`src/rtl/router_fsm_nch_if.sv`:
```
// rtl/router_fsm_nch_if.sv - packet-control handshake bundle between router blocks and the FSM
interface router_fsm_nch_if #(
    parameter int NUM_CH = 3,
    parameter int ADDR_W = 2,
    parameter int DATA_W = 8
);
    // Source / register-block / FIFO-bank side
    logic              pkt_valid;
    logic [DATA_W-1:0] data_in;
    logic              parity_done;
    logic              low_pkt_valid;
    logic              fifo_full;
    logic [NUM_CH-1:0] fifo_empty;
    logic [NUM_CH-1:0] soft_reset;

    // Controller side
    logic              busy;
    logic              detect_add;
    logic              lfd_state;
    logic              ld_state;
    logic              full_state;
    logic              laf_state;
    logic              write_enb_reg;
    logic              rst_int_reg;
    logic              drop_state;
    logic [ADDR_W-1:0] dest_addr;
    logic              wait_timeout;
    logic [7:0]        drop_cnt;

    modport master (
        output pkt_valid, data_in, parity_done, low_pkt_valid,
               fifo_full, fifo_empty, soft_reset,
        input  busy, detect_add, lfd_state, ld_state, full_state, laf_state,
               write_enb_reg, rst_int_reg, drop_state, dest_addr,
               wait_timeout, drop_cnt
    );

    modport slave (
        input  pkt_valid, data_in, parity_done, low_pkt_valid,
               fifo_full, fifo_empty, soft_reset,
        output busy, detect_add, lfd_state, ld_state, full_state, laf_state,
               write_enb_reg, rst_int_reg, drop_state, dest_addr,
               wait_timeout, drop_cnt
    );
endinterface

```
`src/rtl/router_fsm_nch.sv`:
```
// rtl/router_fsm_nch.sv - N-channel router packet-control FSM with drop and bounded destination wait
module router_fsm_nch #(
    parameter int NUM_CH   = 3,
    parameter int ADDR_W   = 2,
    parameter int DATA_W   = 8,
    parameter int WAIT_MAX = 64
) (
    input  logic           clock,
    input  logic           resetn,
    router_fsm_nch_if.slave bus
);

    localparam int NUM_SLOTS = 2 ** ADDR_W;
    localparam int WAIT_W    = (WAIT_MAX > 1) ? $clog2(WAIT_MAX) : 1;
    localparam logic [WAIT_W-1:0] WAIT_LAST = WAIT_W'((WAIT_MAX > 0) ? WAIT_MAX - 1 : 0);
    localparam logic [ADDR_W:0]   NUM_CH_W  = (ADDR_W + 1)'(NUM_CH);

    typedef enum logic [3:0] {
        DECODE_ADDRESS     = 4'd0,
        LOAD_FIRST_DATA    = 4'd1,
        LOAD_DATA          = 4'd2,
        FIFO_FULL_STATE    = 4'd3,
        LOAD_AFTER_FULL    = 4'd4,
        LOAD_PARITY        = 4'd5,
        CHECK_PARITY_ERROR = 4'd6,
        WAIT_TILL_EMPTY    = 4'd7,
        DROP_PACKET        = 4'd8
    } state_t;

    state_t               state;
    state_t               next_state;
    logic [ADDR_W-1:0]    dest_addr_q;
    logic [ADDR_W-1:0]    hdr_addr;
    logic [WAIT_W-1:0]    wait_cnt;
    logic [7:0]           drop_cnt_q;
    logic                 wait_timeout_q;
    logic [NUM_SLOTS-1:0] empty_pad;
    logic [NUM_SLOTS-1:0] soft_pad;
    logic                 hdr_in_range;
    logic                 timeout_hit;
    logic                 enter_drop;
    logic                 unused_data_bits;

    // Only the address field of data_in steers the FSM; payload bits pass through the register block.
    assign unused_data_bits = ^bus.data_in;

    assign hdr_addr     = bus.data_in[ADDR_W-1:0];
    assign hdr_in_range = {1'b0, hdr_addr} < NUM_CH_W;
    assign timeout_hit  = (WAIT_MAX != 0) && (wait_cnt == WAIT_LAST);
    assign enter_drop   = (next_state == DROP_PACKET) && (state != DROP_PACKET);

    // Widen per-channel flags to the full address space; missing channels read as not-empty / no reset.
    always_comb begin
        empty_pad                = '0;
        soft_pad                 = '0;
        empty_pad[NUM_CH-1:0]    = bus.fifo_empty;
        soft_pad[NUM_CH-1:0]     = bus.soft_reset;
    end

    // Next-state selection; a soft reset on the latched channel overrides everything.
    always_comb begin
        next_state = state;
        case (state)
            DECODE_ADDRESS: begin
                if (bus.pkt_valid) begin
                    if (!hdr_in_range) begin
                        next_state = DROP_PACKET;
                    end else if (empty_pad[hdr_addr]) begin
                        next_state = LOAD_FIRST_DATA;
                    end else begin
                        next_state = WAIT_TILL_EMPTY;
                    end
                end
            end
            LOAD_FIRST_DATA: begin
                next_state = LOAD_DATA;
            end
            LOAD_DATA: begin
                if (bus.fifo_full) begin
                    next_state = FIFO_FULL_STATE;
                end else if (!bus.pkt_valid) begin
                    next_state = LOAD_PARITY;
                end
            end
            FIFO_FULL_STATE: begin
                if (!bus.fifo_full) begin
                    next_state = LOAD_AFTER_FULL;
                end
            end
            LOAD_AFTER_FULL: begin
                if (bus.parity_done) begin
                    next_state = DECODE_ADDRESS;
                end else if (bus.low_pkt_valid) begin
                    next_state = LOAD_PARITY;
                end else begin
                    next_state = LOAD_DATA;
                end
            end
            LOAD_PARITY: begin
                next_state = CHECK_PARITY_ERROR;
            end
            CHECK_PARITY_ERROR: begin
                if (bus.fifo_full) begin
                    next_state = FIFO_FULL_STATE;
                end else begin
                    next_state = DECODE_ADDRESS;
                end
            end
            WAIT_TILL_EMPTY: begin
                // The destination emptying takes priority over an expiring wait.
                if (empty_pad[dest_addr_q]) begin
                    next_state = LOAD_FIRST_DATA;
                end else if (timeout_hit) begin
                    next_state = DROP_PACKET;
                end
            end
            DROP_PACKET: begin
                // pkt_valid low marks the parity byte, which is swallowed this cycle.
                if (!bus.pkt_valid) begin
                    next_state = DECODE_ADDRESS;
                end
            end
            default: begin
                next_state = DECODE_ADDRESS;
            end
        endcase
        if (soft_pad[dest_addr_q]) begin
            next_state = DECODE_ADDRESS;
        end
    end

    // State register and destination latch; the address tracks data_in while decoding.
    always_ff @(posedge clock) begin
        if (!resetn) begin
            state       <= DECODE_ADDRESS;
            dest_addr_q <= '0;
        end else begin
            state <= next_state;
            if (state == DECODE_ADDRESS) begin
                dest_addr_q <= hdr_addr;
            end
        end
    end

    // Cycles spent waiting on a busy destination FIFO.
    always_ff @(posedge clock) begin
        if (!resetn) begin
            wait_cnt <= '0;
        end else if (state == WAIT_TILL_EMPTY) begin
            wait_cnt <= wait_cnt + 1'b1;
        end else begin
            wait_cnt <= '0;
        end
    end

    // Saturating dropped-packet count and the timeout flag shown on the first drop cycle.
    always_ff @(posedge clock) begin
        if (!resetn) begin
            drop_cnt_q     <= '0;
            wait_timeout_q <= 1'b0;
        end else begin
            if (enter_drop && (drop_cnt_q != 8'hFF)) begin
                drop_cnt_q <= drop_cnt_q + 8'd1;
            end
            wait_timeout_q <= (state == WAIT_TILL_EMPTY) && (next_state == DROP_PACKET);
        end
    end

    // Moore decodes of the present state.
    always_comb begin
        bus.busy          = 1'b0;
        bus.detect_add    = 1'b0;
        bus.lfd_state     = 1'b0;
        bus.ld_state      = 1'b0;
        bus.full_state    = 1'b0;
        bus.laf_state     = 1'b0;
        bus.write_enb_reg = 1'b0;
        bus.rst_int_reg   = 1'b0;
        bus.drop_state    = 1'b0;
        case (state)
            DECODE_ADDRESS: begin
                bus.detect_add = 1'b1;
            end
            LOAD_FIRST_DATA: begin
                bus.busy      = 1'b1;
                bus.lfd_state = 1'b1;
            end
            LOAD_DATA: begin
                bus.ld_state      = 1'b1;
                bus.write_enb_reg = 1'b1;
            end
            FIFO_FULL_STATE: begin
                bus.busy       = 1'b1;
                bus.full_state = 1'b1;
            end
            LOAD_AFTER_FULL: begin
                bus.busy          = 1'b1;
                bus.laf_state     = 1'b1;
                bus.write_enb_reg = 1'b1;
            end
            LOAD_PARITY: begin
                bus.busy          = 1'b1;
                bus.write_enb_reg = 1'b1;
            end
            CHECK_PARITY_ERROR: begin
                bus.busy        = 1'b1;
                bus.rst_int_reg = 1'b1;
            end
            WAIT_TILL_EMPTY: begin
                bus.busy = 1'b1;
            end
            DROP_PACKET: begin
                // Source keeps streaming so the unwanted packet drains away.
                bus.drop_state = 1'b1;
            end
            default: begin
                bus.detect_add = 1'b0;
            end
        endcase
    end

    assign bus.dest_addr    = dest_addr_q;
    assign bus.wait_timeout = wait_timeout_q;
    assign bus.drop_cnt     = drop_cnt_q;

endmodule

```
`src/flat_wrapper.sv`:
```
// flat-port wrapper written by rule: the top's interface ports become plain ports
module router_fsm_nch_flat 
#(
    parameter int NUM_CH   = 3,
    parameter int ADDR_W   = 2,
    parameter int DATA_W   = 8,
    parameter int WAIT_MAX = 64
)
  (clock, resetn, bus_pkt_valid, bus_data_in, bus_parity_done, bus_low_pkt_valid, bus_fifo_full, bus_fifo_empty, bus_soft_reset, bus_busy, bus_detect_add, bus_lfd_state, bus_ld_state, bus_full_state, bus_laf_state, bus_write_enb_reg, bus_rst_int_reg, bus_drop_state, bus_dest_addr, bus_wait_timeout, bus_drop_cnt);
  router_fsm_nch_if #(.NUM_CH(NUM_CH), .ADDR_W(ADDR_W), .DATA_W(DATA_W)) bus_i ();
  input  logic clock;
  input  logic resetn;
  input wire logic [$bits(bus_i.pkt_valid)-1:0] bus_pkt_valid;
  input wire logic [$bits(bus_i.data_in)-1:0] bus_data_in;
  input wire logic [$bits(bus_i.parity_done)-1:0] bus_parity_done;
  input wire logic [$bits(bus_i.low_pkt_valid)-1:0] bus_low_pkt_valid;
  input wire logic [$bits(bus_i.fifo_full)-1:0] bus_fifo_full;
  input wire logic [$bits(bus_i.fifo_empty)-1:0] bus_fifo_empty;
  input wire logic [$bits(bus_i.soft_reset)-1:0] bus_soft_reset;
  output wire logic [$bits(bus_i.busy)-1:0] bus_busy;
  output wire logic [$bits(bus_i.detect_add)-1:0] bus_detect_add;
  output wire logic [$bits(bus_i.lfd_state)-1:0] bus_lfd_state;
  output wire logic [$bits(bus_i.ld_state)-1:0] bus_ld_state;
  output wire logic [$bits(bus_i.full_state)-1:0] bus_full_state;
  output wire logic [$bits(bus_i.laf_state)-1:0] bus_laf_state;
  output wire logic [$bits(bus_i.write_enb_reg)-1:0] bus_write_enb_reg;
  output wire logic [$bits(bus_i.rst_int_reg)-1:0] bus_rst_int_reg;
  output wire logic [$bits(bus_i.drop_state)-1:0] bus_drop_state;
  output wire logic [$bits(bus_i.dest_addr)-1:0] bus_dest_addr;
  output wire logic [$bits(bus_i.wait_timeout)-1:0] bus_wait_timeout;
  output wire logic [$bits(bus_i.drop_cnt)-1:0] bus_drop_cnt;
  assign bus_i.pkt_valid = bus_pkt_valid;
  assign bus_i.data_in = bus_data_in;
  assign bus_i.parity_done = bus_parity_done;
  assign bus_i.low_pkt_valid = bus_low_pkt_valid;
  assign bus_i.fifo_full = bus_fifo_full;
  assign bus_i.fifo_empty = bus_fifo_empty;
  assign bus_i.soft_reset = bus_soft_reset;
  assign bus_busy = bus_i.busy;
  assign bus_detect_add = bus_i.detect_add;
  assign bus_lfd_state = bus_i.lfd_state;
  assign bus_ld_state = bus_i.ld_state;
  assign bus_full_state = bus_i.full_state;
  assign bus_laf_state = bus_i.laf_state;
  assign bus_write_enb_reg = bus_i.write_enb_reg;
  assign bus_rst_int_reg = bus_i.rst_int_reg;
  assign bus_drop_state = bus_i.drop_state;
  assign bus_dest_addr = bus_i.dest_addr;
  assign bus_wait_timeout = bus_i.wait_timeout;
  assign bus_drop_cnt = bus_i.drop_cnt;
  router_fsm_nch #(.NUM_CH(NUM_CH), .ADDR_W(ADDR_W), .DATA_W(DATA_W), .WAIT_MAX(WAIT_MAX)) u_core (.clock(clock), .resetn(resetn), .bus(bus_i));
endmodule
```
`config.mk`:
```
export PLATFORM = sky130hd
export DESIGN_NAME = router_fsm_nch_flat
export DESIGN_NICKNAME = d
export VERILOG_FILES = /design/src/rtl/router_fsm_nch_if.sv /design/src/rtl/router_fsm_nch.sv /design/src/flat_wrapper.sv
export SDC_FILE = /design/constraint.sdc
export NUM_CORES = 1
export LEC_CHECK = 0
export CAP_MARGIN = 15
export CORE_ASPECT_RATIO = 0.5
export CORE_MARGIN = 4
export CORE_UTILIZATION = 40
export DETAILED_ROUTE_END_ITERATION = 16
export GPL_TIMING_DRIVEN = 0
export PLACE_DENSITY_LB_ADDON = 0.1
export SKIP_LAST_GASP = 1
export SLEW_MARGIN = 20
export SYNTH_ARGS = -nofsm -noshare
export SYNTH_HDL_FRONTEND = slang
export SYNTH_SLANG_ARGS = --single-unit
```
`constraint.sdc`:
```
create_clock -name clock -period 1.65 [get_ports clock]
set_clock_uncertainty 0.05 [all_clocks]
set_input_delay 0.33 -clock clock [delete_from_list [all_inputs] [get_ports clock]]
set_output_delay 0.33 -clock clock [all_outputs]
set_load 0.005 [all_outputs]
```
==> summary.txt, run 1 <==
Run
  – MaxCap Viol Count: 0

Logic synthesis
  – Most used DFF post-synth: dfxtp_1
  – Mapped Avg Cell Area: 8.29 um2
  – Largest area contributor in the netlist: dfxtp_1
  – Post-synth EDFFs: 0
  – Synth cell types: 44
  – Post-Syn Area: 1200 um2
  – Asr flop ratio synth: 0%
  – Area contributors post-synth: dfxtp_1, a21oi_1, mux2i_1, nor2_1, o31ai_1
  – Synthesized net count: 167
  – Ys Warns: 0
  – Share of the synthesized area in the top cell type: 35.0%
  – Count leader, synth: dfxtp_1
  – Post-synth top cells: dfxtp_1, nor2_1, a21oi_1, nand2_1, o21ai_0
  – #FFs+latches synth: 21
  – Sequential element share of the synthesized area: 35.0%
  – Mapped Cells: 145

Timing
  – Slew headroom: 72.3%
  – Fin. max-slew vios: 0
  – Setup_tns: -2.61 ns
  – RSZ-0062 raised after global routing: yes
  – FMAX: 538 MHz
  – Worst-Margin Slew: 0.416 ns
  – Final setup vio count: 21
  – Final worst slack: -0.209 ns
  – Minimum clock period: 1.86 ns
  – Final Hold Viols: 0
  – Worst hold slack: 0.437 ns
  – Crit share post-route: 113%

Worst setup path
  – Crit. End Element: register
  – WS Path Type: register to register
  – CP Launch Type: register
  – Reg2reg start: u_core.state[1]
  – Required @ worst endpoint: 1.80 ns
  – Critical path arrival: 2.00 ns
  – Worst Setup SP: u_core.state[1]
  – CP max FO: 5

Pwr
  – Clock share of power: 19.4%
  – P_leak: 0.888 nW
  – Power per cell area: 783 nW/um2
  – Reg power frac: 32.9%
  – Logic pwr share: 47.6%
  – Int Pwr: 1.18 mW
  – Worst IR Drop VDD: 0.604 mV
  – Sw Ratio: 33.1%
  – Switching power: 0.582 mW

Routing
  – Routed wl met3: 271 um
  – DRC: 0
  – Metal2 WL: 2250 um
  – Initial DRC count: 51
  – Post-DRT Antenna Nets: 0
  – Drt total wl: 4600 um
  – DR vias: 1494
  – DR WL/cell: 18.1 um
  – DRT met1 WL: 2000 um
  – Vias per cell: 5.88
  – Highest routed layer: met4
  – Drt pass-1 iters: 4

Finish
  – Area delta synth->final: 86.6%
  – NumNets Final: 240
  – Post-route non-filler standard cell count: 254
  – Antenna Cells: 0
  – Layout cells sized above 1: 50.2%
  – Design Area, Final: 2240 um2

Hold path
  – Worst hold path startpoint: u_core.wait_cnt[0]
  – Hold Path Class: register to register

CTS
  – Root Driver: clkbuf_8
  – CTS Buf Count: 3
  – Clk_lat worst skew: 0.26 ns
  – # clock sinks: 21
  – Clock tree buffer depth: 2
  – CTS tree: built
  – CTS H-tree depth: 1
  – CTS Hold Bufs: 0
  – Reg clk slew, reported paths: 0.08 ns

Die
  – FP Rows: 13
  – Starting density of the core: 44.0%
  – IO Pins: 40
  – Core Region: 2730 um2
  – Die Y: 46.8 um
  – Die extent in x: 85.5 um
  – Die area: 4000 um2

Outcome
  – Failing checks: negative setup slack
  – Status: complete, but fails checks

Global routing
  – GRT overflow: 0
  – Vias in the first global route: 1424
  – Initial antenna violation count: 0
  – Largest net degree at the start of global routing: 13
  – Total GRT Usage: 22.1%
  – Global-route wire length before repair: 6820 um

Placement
  – Dpl ws: -0.486 ns
  – DP Area: 1640 um2
  – RePlAce Congestion: 0.779
  – DPL Wire Length: 2300 um
  – Port-buffer cells: 33
  – Placed Instances: 215
## registers in the layout (all words and copies together), names as in the netlist
signal	flops
u_core.bus.dest_addr	2
u_core.bus.drop_cnt	8
u_core.bus.wait_timeout	1
u_core.state	4
u_core.wait_cnt	6
## metal layers
layer	vias to the layer above	track usage [%]
li1	698	-
met1	738	27.9
met2	48	40.1
met3	10	4.73
met4	0	5.68
met5	-	0
## cells in the final DEF (no fill, tap or decap), types with 2 or more instances in the layout
master / count
o21ai_1: 2
nand3b_1: 2
nor3b_2: 2
nand3_1: 4
dfxtp_2: 7
mux2i_1: 5
dfxtp_4: 5
xnor2_1: 2
o31ai_2: 4
clkbuf_16: 2
nand2_1: 5
dlymetal6s2s_1: 2
xor2_1: 2
nor2_2: 2
nand4_1: 2
nor2b_1: 2
dlygate4sd2_1: 2
or4_4: 3
buf_4: 24
or4_1: 2
o21ai_0: 4
a21o_1: 2
nor3_2: 2
o31ai_4: 2
nor2_1: 12
buf_2: 8
buf_8: 2
and3_1: 2
buf_6: 9
a21oi_2: 5
nand2b_1: 3
clkdlybuf4s50_1: 21
a31oi_1: 3
dfxtp_1: 9
clkbuf_8: 5
a21oi_1: 8
## kinds of logic after synthesis
family | after synthesis | synth area share, %
buf+inv | 9 | 3.23
flops | 21 | 35.0
compound gates | 39 | 20.8
fa+ha+maj | 2 | 2.08
xor+xnor | 4 | 2.91
simple gates | 62 | 29.1
mux | 8 | 6.87
## power groups by stage
| stage | registers [mW] | logic, mW | clock network (mW) |
|---|---|---|---|
| 2_1_floorplan | 0.572 | 0.258 | 0 |
| 3_3_place_gp | 0.581 | 0.434 | 0 |
| 3_5_place_dp | 0.580 | 0.438 | 0 |
| 4_1_cts | 0.572 | 0.690 | 0.344 |
| 5_1_grt | 0.583 | 0.882 | 0.365 |
| 6_report | 0.579 | 0.837 | 0.341 |
## metrics by stage
step,power (mW),util (%)
after global routing,1.83,82.1
after global placement,1.01,60.1
after CTS,1.61,76.1
final,1.76,82.1
after floorplan,0.830,-
after detailed placement,1.02,60.1
## final timing paths
check                            to  slack [ns]  depth (start not counted)
max          u_core.bus.drop_cnt[6]       -0.21                          6
min              u_core.wait_cnt[0]        0.44                          1
max reg2reg  u_core.bus.drop_cnt[6]       -0.21                          6
min reg2reg      u_core.wait_cnt[0]        0.44                          1
## what timing repair did
action	in CTS	in global routing
setup endpoints to repair	20	25
resized for setup	81	36
gates cloned	3	1
setup buffers	26	7
pin swaps	17	16
## critical path: stages (launching register included)
cell      delay [ns]
dfxtp_4         0.38
buf_6           0.11
and4b_2         0.24
o211ai_1        0.18
o21a_4          0.28
or4_4           0.42
a21oi_2         0.14
## area by class of cell
| type | count | area [um2] |
|---|---|---|
| well taps | 37 | 46.3 |
| clock inverters | 1 | 5.00 |
| multi-input cells | 116 | 1000 |
| flip-flops and latches | 21 | 448 |
| fillers | 158 | 489 |
| clock buffers | 3 | 41.3 |
| repair buffers | 68 | 598 |
| plain buffers | 5 | 91.3 |
| inverters | 3 | 13.8 |
Power figures use the tool's default switching activity.
==> inputs of run 2 (changes only) <==
--- a/config.mk
+++ b/config.mk
@@ -5,6 +5,7 @@
 export SDC_FILE = /design/constraint.sdc
 export NUM_CORES = 1
 export LEC_CHECK = 0
+export ABC_AREA = 1
 export CAP_MARGIN = 15
 export CORE_ASPECT_RATIO = 0.5
 export CORE_MARGIN = 4
@@ -12,6 +13,7 @@
 export DETAILED_ROUTE_END_ITERATION = 16
 export GPL_TIMING_DRIVEN = 0
 export PLACE_DENSITY_LB_ADDON = 0.1
+export RECOVER_POWER = 50
 export SKIP_LAST_GASP = 1
 export SLEW_MARGIN = 20
 export SYNTH_ARGS = -nofsm -noshare
==> summary.txt, run 2 <==
CTS
  – CTS H-tree depth: 1 (unchanged)
  – Clk_lat worst skew: 0.26 ns (about the same)
  – CTS Buf Count: 3 (unchanged)
  – Root Driver: clkbuf_8
  – CTS Hold Bufs: 0 (unchanged)
  – CTS tree: built
  – Reg clk slew, reported paths: 0.08 ns (about the same)
  – Clock tree buffer depth: 2 (unchanged)
  – # clock sinks: 21 (unchanged)

Timing
  – RSZ-0062 raised after global routing: yes
  – Final worst slack: -0.0458 ns (+0.163 ns)
  – Final setup vio count: 3 (-86%)
  – Fin. max-slew vios: 0 (unchanged)
  – Worst-Margin Slew: 0.321 ns (-0.0948 ns)
  – Setup_tns: -0.128 ns (+2.49 ns)
  – Final Hold Viols: 0 (unchanged)
  – FMAX: 590 MHz (+9.6%)
  – Slew headroom: 78.5% (+6.2 points)
  – Minimum clock period: 1.70 ns (-0.163 ns)
  – Crit share post-route: 103% (-9.9 points)

Pwr
  – P_leak: 0.821 nW (-7.5%)
  – Final Total Pwr: 1.60 mW (-9.0%)
  – Power per cell area: 811 nW/um2 (+3.5%)
  – Worst IR Drop VDD: 0.451 mV (-25%)

Worst setup path
  – Crit. End Element: output pin
  – WS Path Type: register to output pin
  – Critical path arrival: 1.32 ns (-0.68 ns)
  – CP max FO: 5 (unchanged)
  – CP Launch Type: register
  – Required @ worst endpoint: 1.27 ns (-0.53 ns)

Finish
  – Layout cells sized above 1: 23.4% (-27 points)
  – Commonest non-fill, non-tap cell in the layout: nand2_1
  – Final Util: 65.8% (-16 points)
  – Most frequent cells in the layout: nand2_1, nor2_1, clkdlybuf4s50_1, inv_1
  – Max reg flops: 8 (unchanged)
  – Antenna Cells: 0 (unchanged)
  – Post-route non-filler standard cell count: 279 (+9.8%)
  – NumNets Final: 262 (+9.2%)
  – Area delta synth->final: 57.1%
  – Layout fillers: 250 (+58%)

Die
  – Starting density of the core: 41.9% (-2.1 points)
  – FP Rows: 14 (+1)
  – Core Region: 3000 um2 (+9.6%)
  – Die area: 4150 um2 (+3.8%)
  – Die extent in x: 87.2 um (+2.0%)
  – Die Y: 47.6 um (+1.8%)
  – IO Pins: 40 (unchanged)

Routing
  – DR WL/cell: 12.6 um (-30%)
  – Initial DRC count: 48 (-5.9%)
  – Drt pass-1 iters: 4 (unchanged)
  – Post-DRT Antenna Nets: 0 (unchanged)
  – DR vias: 1405 (-6.0%)
  – Drt total wl: 3520 um (-23%)
  – Vias per cell: 5.04 (-14%)
  – DRC: 0 (unchanged)

Logic synthesis
  – Synth cell types: 26 (-41%)
  – Mapped Cells: 187 (+29%)
  – Largest area contributor in the netlist: dfxtp_1
  – Share of the synthesized area in the top cell type: 33.5% (-1.5 points)
  – Synthesized net count: 209 (+25%)
  – Most used DFF post-synth: dfxtp_1
  – Post-Syn Area: 1250 um2 (+4.4%)
  – Asr flop ratio synth: 0% (unchanged)
  – Area contributors post-synth: dfxtp_1, nand2_1, nor2_1, inv_1, a21oi_1
  – Count leader, synth: nand2_1
  – Ys Warns: 0 (unchanged)
  – Post-synth EDFFs: 0 (unchanged)
  – Sequential element share of the synthesized area: 33.5% (-1.5 points)
  – #FFs+latches synth: 21 (unchanged)
  – Post-synth top cells: nand2_1, nor2_1, inv_1, dfxtp_1, a21oi_1
  – Mapped Avg Cell Area: 6.71 um2 (-19%)

Placement
  – Port-buffer cells: 33 (unchanged)
  – Placed Instances: 260 (+21%)
  – Dpl ws: -0.286 ns (+0.201 ns)
  – DPL Wire Length: 2250 um (-2.3%)
  – RePlAce Congestion: 0.832 (+6.7%)

Global routing
  – Initial antenna violation count: 0 (unchanged)
  – Global-route wire length before repair: 5460 um (-20%)
  – Total GRT Usage: 17.1% (-5.0 points)
  – GRT overflow: 0 (unchanged)
  – Vias in the first global route: 1240 (-13%)
  – Largest net degree at the start of global routing: 12 (-1)

Hold path
  – Hold Path Class: input pin to register

Outcome
  – Status: complete, but fails checks
  – Failing checks: negative setup slack

Run
  – MaxCap Viol Count: 0 (unchanged)
==> run 2: changes by cell type after synthesis, sizes merged, moves of 6 or more <==
| cell | previous run | this run |
|---|---|---|
| inv | 2 | 25 |
| nor2 | 15 | 32 |
| nand2 | 7 | 43 |
| o31ai | 6 | 0 |
| mux2i | 6 | 0 |
| nand4 | 2 | 10 |
==> run 2: area by class of cell <==
cell class / instances / area (um2) / share of cell area (%)
Sequential cell: 21 / 440 / 22.3
Multi-Input combinational cell: 139 / 843 / 42.8
Inverter: 26 / 113 / 5.71
Timing Repair Buffer: 48 / 469 / 23.8
Clock buffer: 4 / 45.0 / 2.28
Buffer: 1 / 11.3 / 0.571
Tap cell: 40 / 50.0 / 2.54
==> run 2: worst paths after layout <==
check / depth (start not counted) / slack, ns / to / from
max reg2reg: 9 / 0.02 / u_core.bus.drop_cnt[2] / u_core.state[3]
max: 3 / -0.05 / bus_detect_add / u_core.state[2]
min: 3 / 0.37 / u_core.bus.dest_addr[1] / bus_data_in[1]
min reg2reg: 2 / 0.44 / u_core.bus.drop_cnt[1] / u_core.bus.drop_cnt[1]
==> run 2: cell families (layout without fill, tap and decap cells) <==
| logic type | count (synthesis) | after routing | share of synthesized area (%) |
|---|---|---|---|
| DFF | 21 | 21 | 33.5 |
| adders and majority gates | 2 | 2 | 1.99 |
| and+or+nand+nor | 102 | 102 | 38.9 |
| xor gates and xnor gates | 6 | 6 | 4.19 |
| AOI/OAI and AO/OA | 29 | 29 | 13.1 |
| buffers and inverters | 27 | 79 | 8.37 |
==> run 2: worst max-delay path, stage by stage, from the launching register on <==
cell and delay, ns:
dfxtp_4 0.38, or2_4 0.30, nor2_4 0.12, dlygate4sd2_1 0.25
==> run 2: report_power, final <==
part | total [mW] | switching [mW] | internal [mW]
Clock | 0.342 | 0.169 | 0.172
Combinational | 0.666 | 0.358 | 0.308
Sequential | 0.591 | 0.0492 | 0.542
==> run 2: stage by stage <==
stage / cell area [um2] / hold slack (ns)
6_report: 1970 / 0.368
5_1_grt: 1970 / 0.418
4_1_cts: 1810 / 0.406
3_5_place_dp: 1640 / 0.389
3_3_place_gp: 1640 / 0.381
2_1_floorplan: 1250 / 0.368
==> run 2: timing repair <==
action | 4_1_cts | 5_1_grt
pin swaps | 3 | 17
buffers inserted | 7 | 8
endpoints found under the setup margin | 17 | 20
resized for setup | 30 | 38
cloned | 0 | 0
==> run 2: routing by layer <==
metal  part of all wire (%)  track usage [%]
met5                      0                0
met4                    1.5             6.12
met2                     47             28.8
met3                    6.4             4.47
met1                     45             21.9
==> inputs of run 3 (changes only) <==
--- a/config.mk
+++ b/config.mk
@@ -11,9 +11,7 @@
 export CORE_MARGIN = 4
 export CORE_UTILIZATION = 40
 export DETAILED_ROUTE_END_ITERATION = 16
-export GPL_TIMING_DRIVEN = 0
 export PLACE_DENSITY_LB_ADDON = 0.1
-export RECOVER_POWER = 50
 export SKIP_LAST_GASP = 1
 export SLEW_MARGIN = 20
 export SYNTH_ARGS = -nofsm -noshare
==> summary.txt, run 3 (same netlist as run 2, synthesis figures left out) <==
CTS
  – CTS tree: built
  – Root Driver: clkbuf_8
  – # clock sinks: 21 (unchanged)
  – CTS H-tree depth: 1 (unchanged)
  – CTS Buf Count: 3 (unchanged)
  – Clock tree buffer depth: 2 (unchanged)
  – Clk_lat worst skew: 0.26 ns (about the same)
  – CTS Hold Bufs: 0 (unchanged)
  – Reg clk slew, reported paths: 0.08 ns (about the same)

Finish
  – Layout fillers: 263 (+5.2%)
  – Post-route non-filler standard cell count: 301 (+7.9%)
  – Max reg flops: 8 (unchanged)
  – Commonest non-fill, non-tap cell in the layout: nand2_1
  – Most frequent cells in the layout: nand2_1, buf_4, nor2_1, clkdlybuf4s50_1, inv_1
  – Area delta synth->final: 66.2%
  – NumNets Final: 284 (+8.4%)
  – Antenna Cells: 0 (unchanged)
  – Design Area, Final: 2090 um2 (+5.8%)
  – Layout cells sized above 1: 33.7% (+10 points)
  – Final Util: 69.6% (+3.8 points)

Die
  – FP Rows: 14 (unchanged)
  – Die Y: 47.6 um (unchanged)
  – Core Region: 3000 um2 (unchanged)
  – Die extent in x: 87.2 um (unchanged)
  – Starting density of the core: 41.9% (unchanged)
  – Die area: 4150 um2 (unchanged)
  – IO Pins: 40 (unchanged)

Worst setup path
  – FF-to-FF path depth: 9 (unchanged)
  – WS Path Type: register to output pin
  – CP max FO: 4 (-1)
  – Required @ worst endpoint: 1.27 ns (about the same)
  – Crit. End Element: output pin
  – R2R setup slack: 0.08 ns (+0.06 ns)
  – Critical path arrival: 1.26 ns (-0.06 ns)
  – CP Launch Type: register

Global routing
  – Global-route wire length before repair: 5310 um (-2.8%)
  – Initial antenna violation count: 0 (unchanged)
  – Largest net degree at the start of global routing: 12 (unchanged)
  – Vias in the first global route: 1243 (+0.24%)
  – GRT overflow: 0 (unchanged)
  – Total GRT Usage: 16.3% (-0.81 points)

Placement
  – Port-buffer cells: 33 (unchanged)
  – DP Area: 1820 um2 (+11%)
  – RePlAce Congestion: 0.814 (-2.1%)
  – Placed Instances: 285 (+9.6%)
  – DPL Wire Length: 2490 um (+11%)

Timing
  – FMAX: 609 MHz (+3.3%)
  – Fin. max-slew vios: 0 (unchanged)
  – Worst hold slack: 0.451 ns (+0.0821 ns)
  – Final setup vio count: 0 (-3)
  – RSZ-0062 raised after global routing: yes
  – Minimum clock period: 1.64 ns (-0.0540 ns)
  – Slew headroom: 80.4% (+2.0 points)
  – Worst-Margin Slew: 0.292 ns (-0.0287 ns)
  – Final Hold Viols: 0 (unchanged)
  – Crit share post-route: 99.5% (-3.3 points)

Pwr
  – Switching power: 0.581 mW (+0.90%)
  – Sw Ratio: 34.1% (-1.9 points)
  – Logic pwr share: 46.8% (+5.1 points)
  – Worst IR Drop VDD: 0.585 mV (+30%)
  – Clock share of power: 20.0% (-1.4 points)
  – Int Pwr: 1.12 mW (+9.8%)
  – Power per cell area: 817 nW/um2 (+0.80%)
  – Reg power frac: 33.2% (-3.8 points)
  – P_leak: 0.861 nW (+4.9%)

Routing
  – Drt total wl: 3490 um (-0.99%)
  – DR vias: 1430 (+1.8%)
  – Post-DRT Antenna Nets: 0 (unchanged)
  – Vias per cell: 4.75 (-5.7%)
  – DRC: 0 (unchanged)
  – Initial DRC count: 40 (-17%)
  – DR WL/cell: 11.6 um (-8.2%)
  – Drt pass-1 iters: 4 (unchanged)

Outcome
  – Status: completed

Run
  – MaxCap Viol Count: 0 (unchanged)

Hold path
  – Hold Path Stages: 2 (-1)
  – Hold Path Class: register to register
## run 3: changes by cell type in the layout (fill, tap and decap cells not counted), moves of 4 or more
| cell | change |
|---|---|
| buf_4 | +21 |
| nand2_2 | +4 |
| dlymetal6s2s_1 | -4 |
| nand2_1 | -4 |
| dlygate4sd2_1 | -4 |
## run 3: timing repair
item	CTS	global route
resized for setup	32	46
endpoints found under the hold margin	0	0
endpoints found under the setup margin	17	21
setup buffers	5	7
pin swaps	4	13
## run 3: power groups by stage
stage               logic [mW]  registers, mW  clock network, mW
floorplan                0.287          0.581                  0
global placement         0.588          0.574                  0
detailed placement       0.588          0.574                  0
CTS                      0.675          0.564              0.352
global route             0.867          0.571              0.368
finish                   0.798          0.566              0.340
## run 3: final timing paths
check / from / endpoint
worst max-delay path: u_core.state[2] / bus_full_state
worst min-delay path: u_core.bus.dest_addr[1] / u_core.bus.dest_addr[1]
worst max register to register: u_core.state[2] / u_core.bus.drop_cnt[1]
worst min register to register: u_core.bus.dest_addr[1] / u_core.bus.dest_addr[1]
## run 3: layout make-up
type	count	area (um2)	area share (%)
clock buffers	4	45.0	2.16
well taps	40	50.0	2.40
flip-flops and latches	21	430	20.6
multi-input cells	139	843	40.4
inverters	26	100	4.80
repair buffers	71	617	29.6
## run 3: worst max-delay path, cell delays in order (launching register included)
cell and delay [ns]:
dfxtp_2 0.33, or2_4 0.26, buf_6 0.13, nor2_1 0.07, clkdlybuf4s15_2 0.21
## run 3: stage by stage
stage	power (mW)	setup slack (ns)	setup TNS [ns]
after floorplan	0.868	0.116	0
after CTS	1.59	-0.168	-0.563
after global routing	1.81	-0.0368	-0.249
after global placement	1.16	-0.275	-3.65
final	1.70	0.00811	0
after detailed placement	1.16	-0.266	-3.55
## run 3: metal layers
layer,track usage [%],vias to the layer above,part of all wire (%)
met4,2.14,0,0.72
met1,21.6,638,49
met2,28.7,29,46
met3,3.61,4,4.8
li1,-,759,-
met5,0,-,0
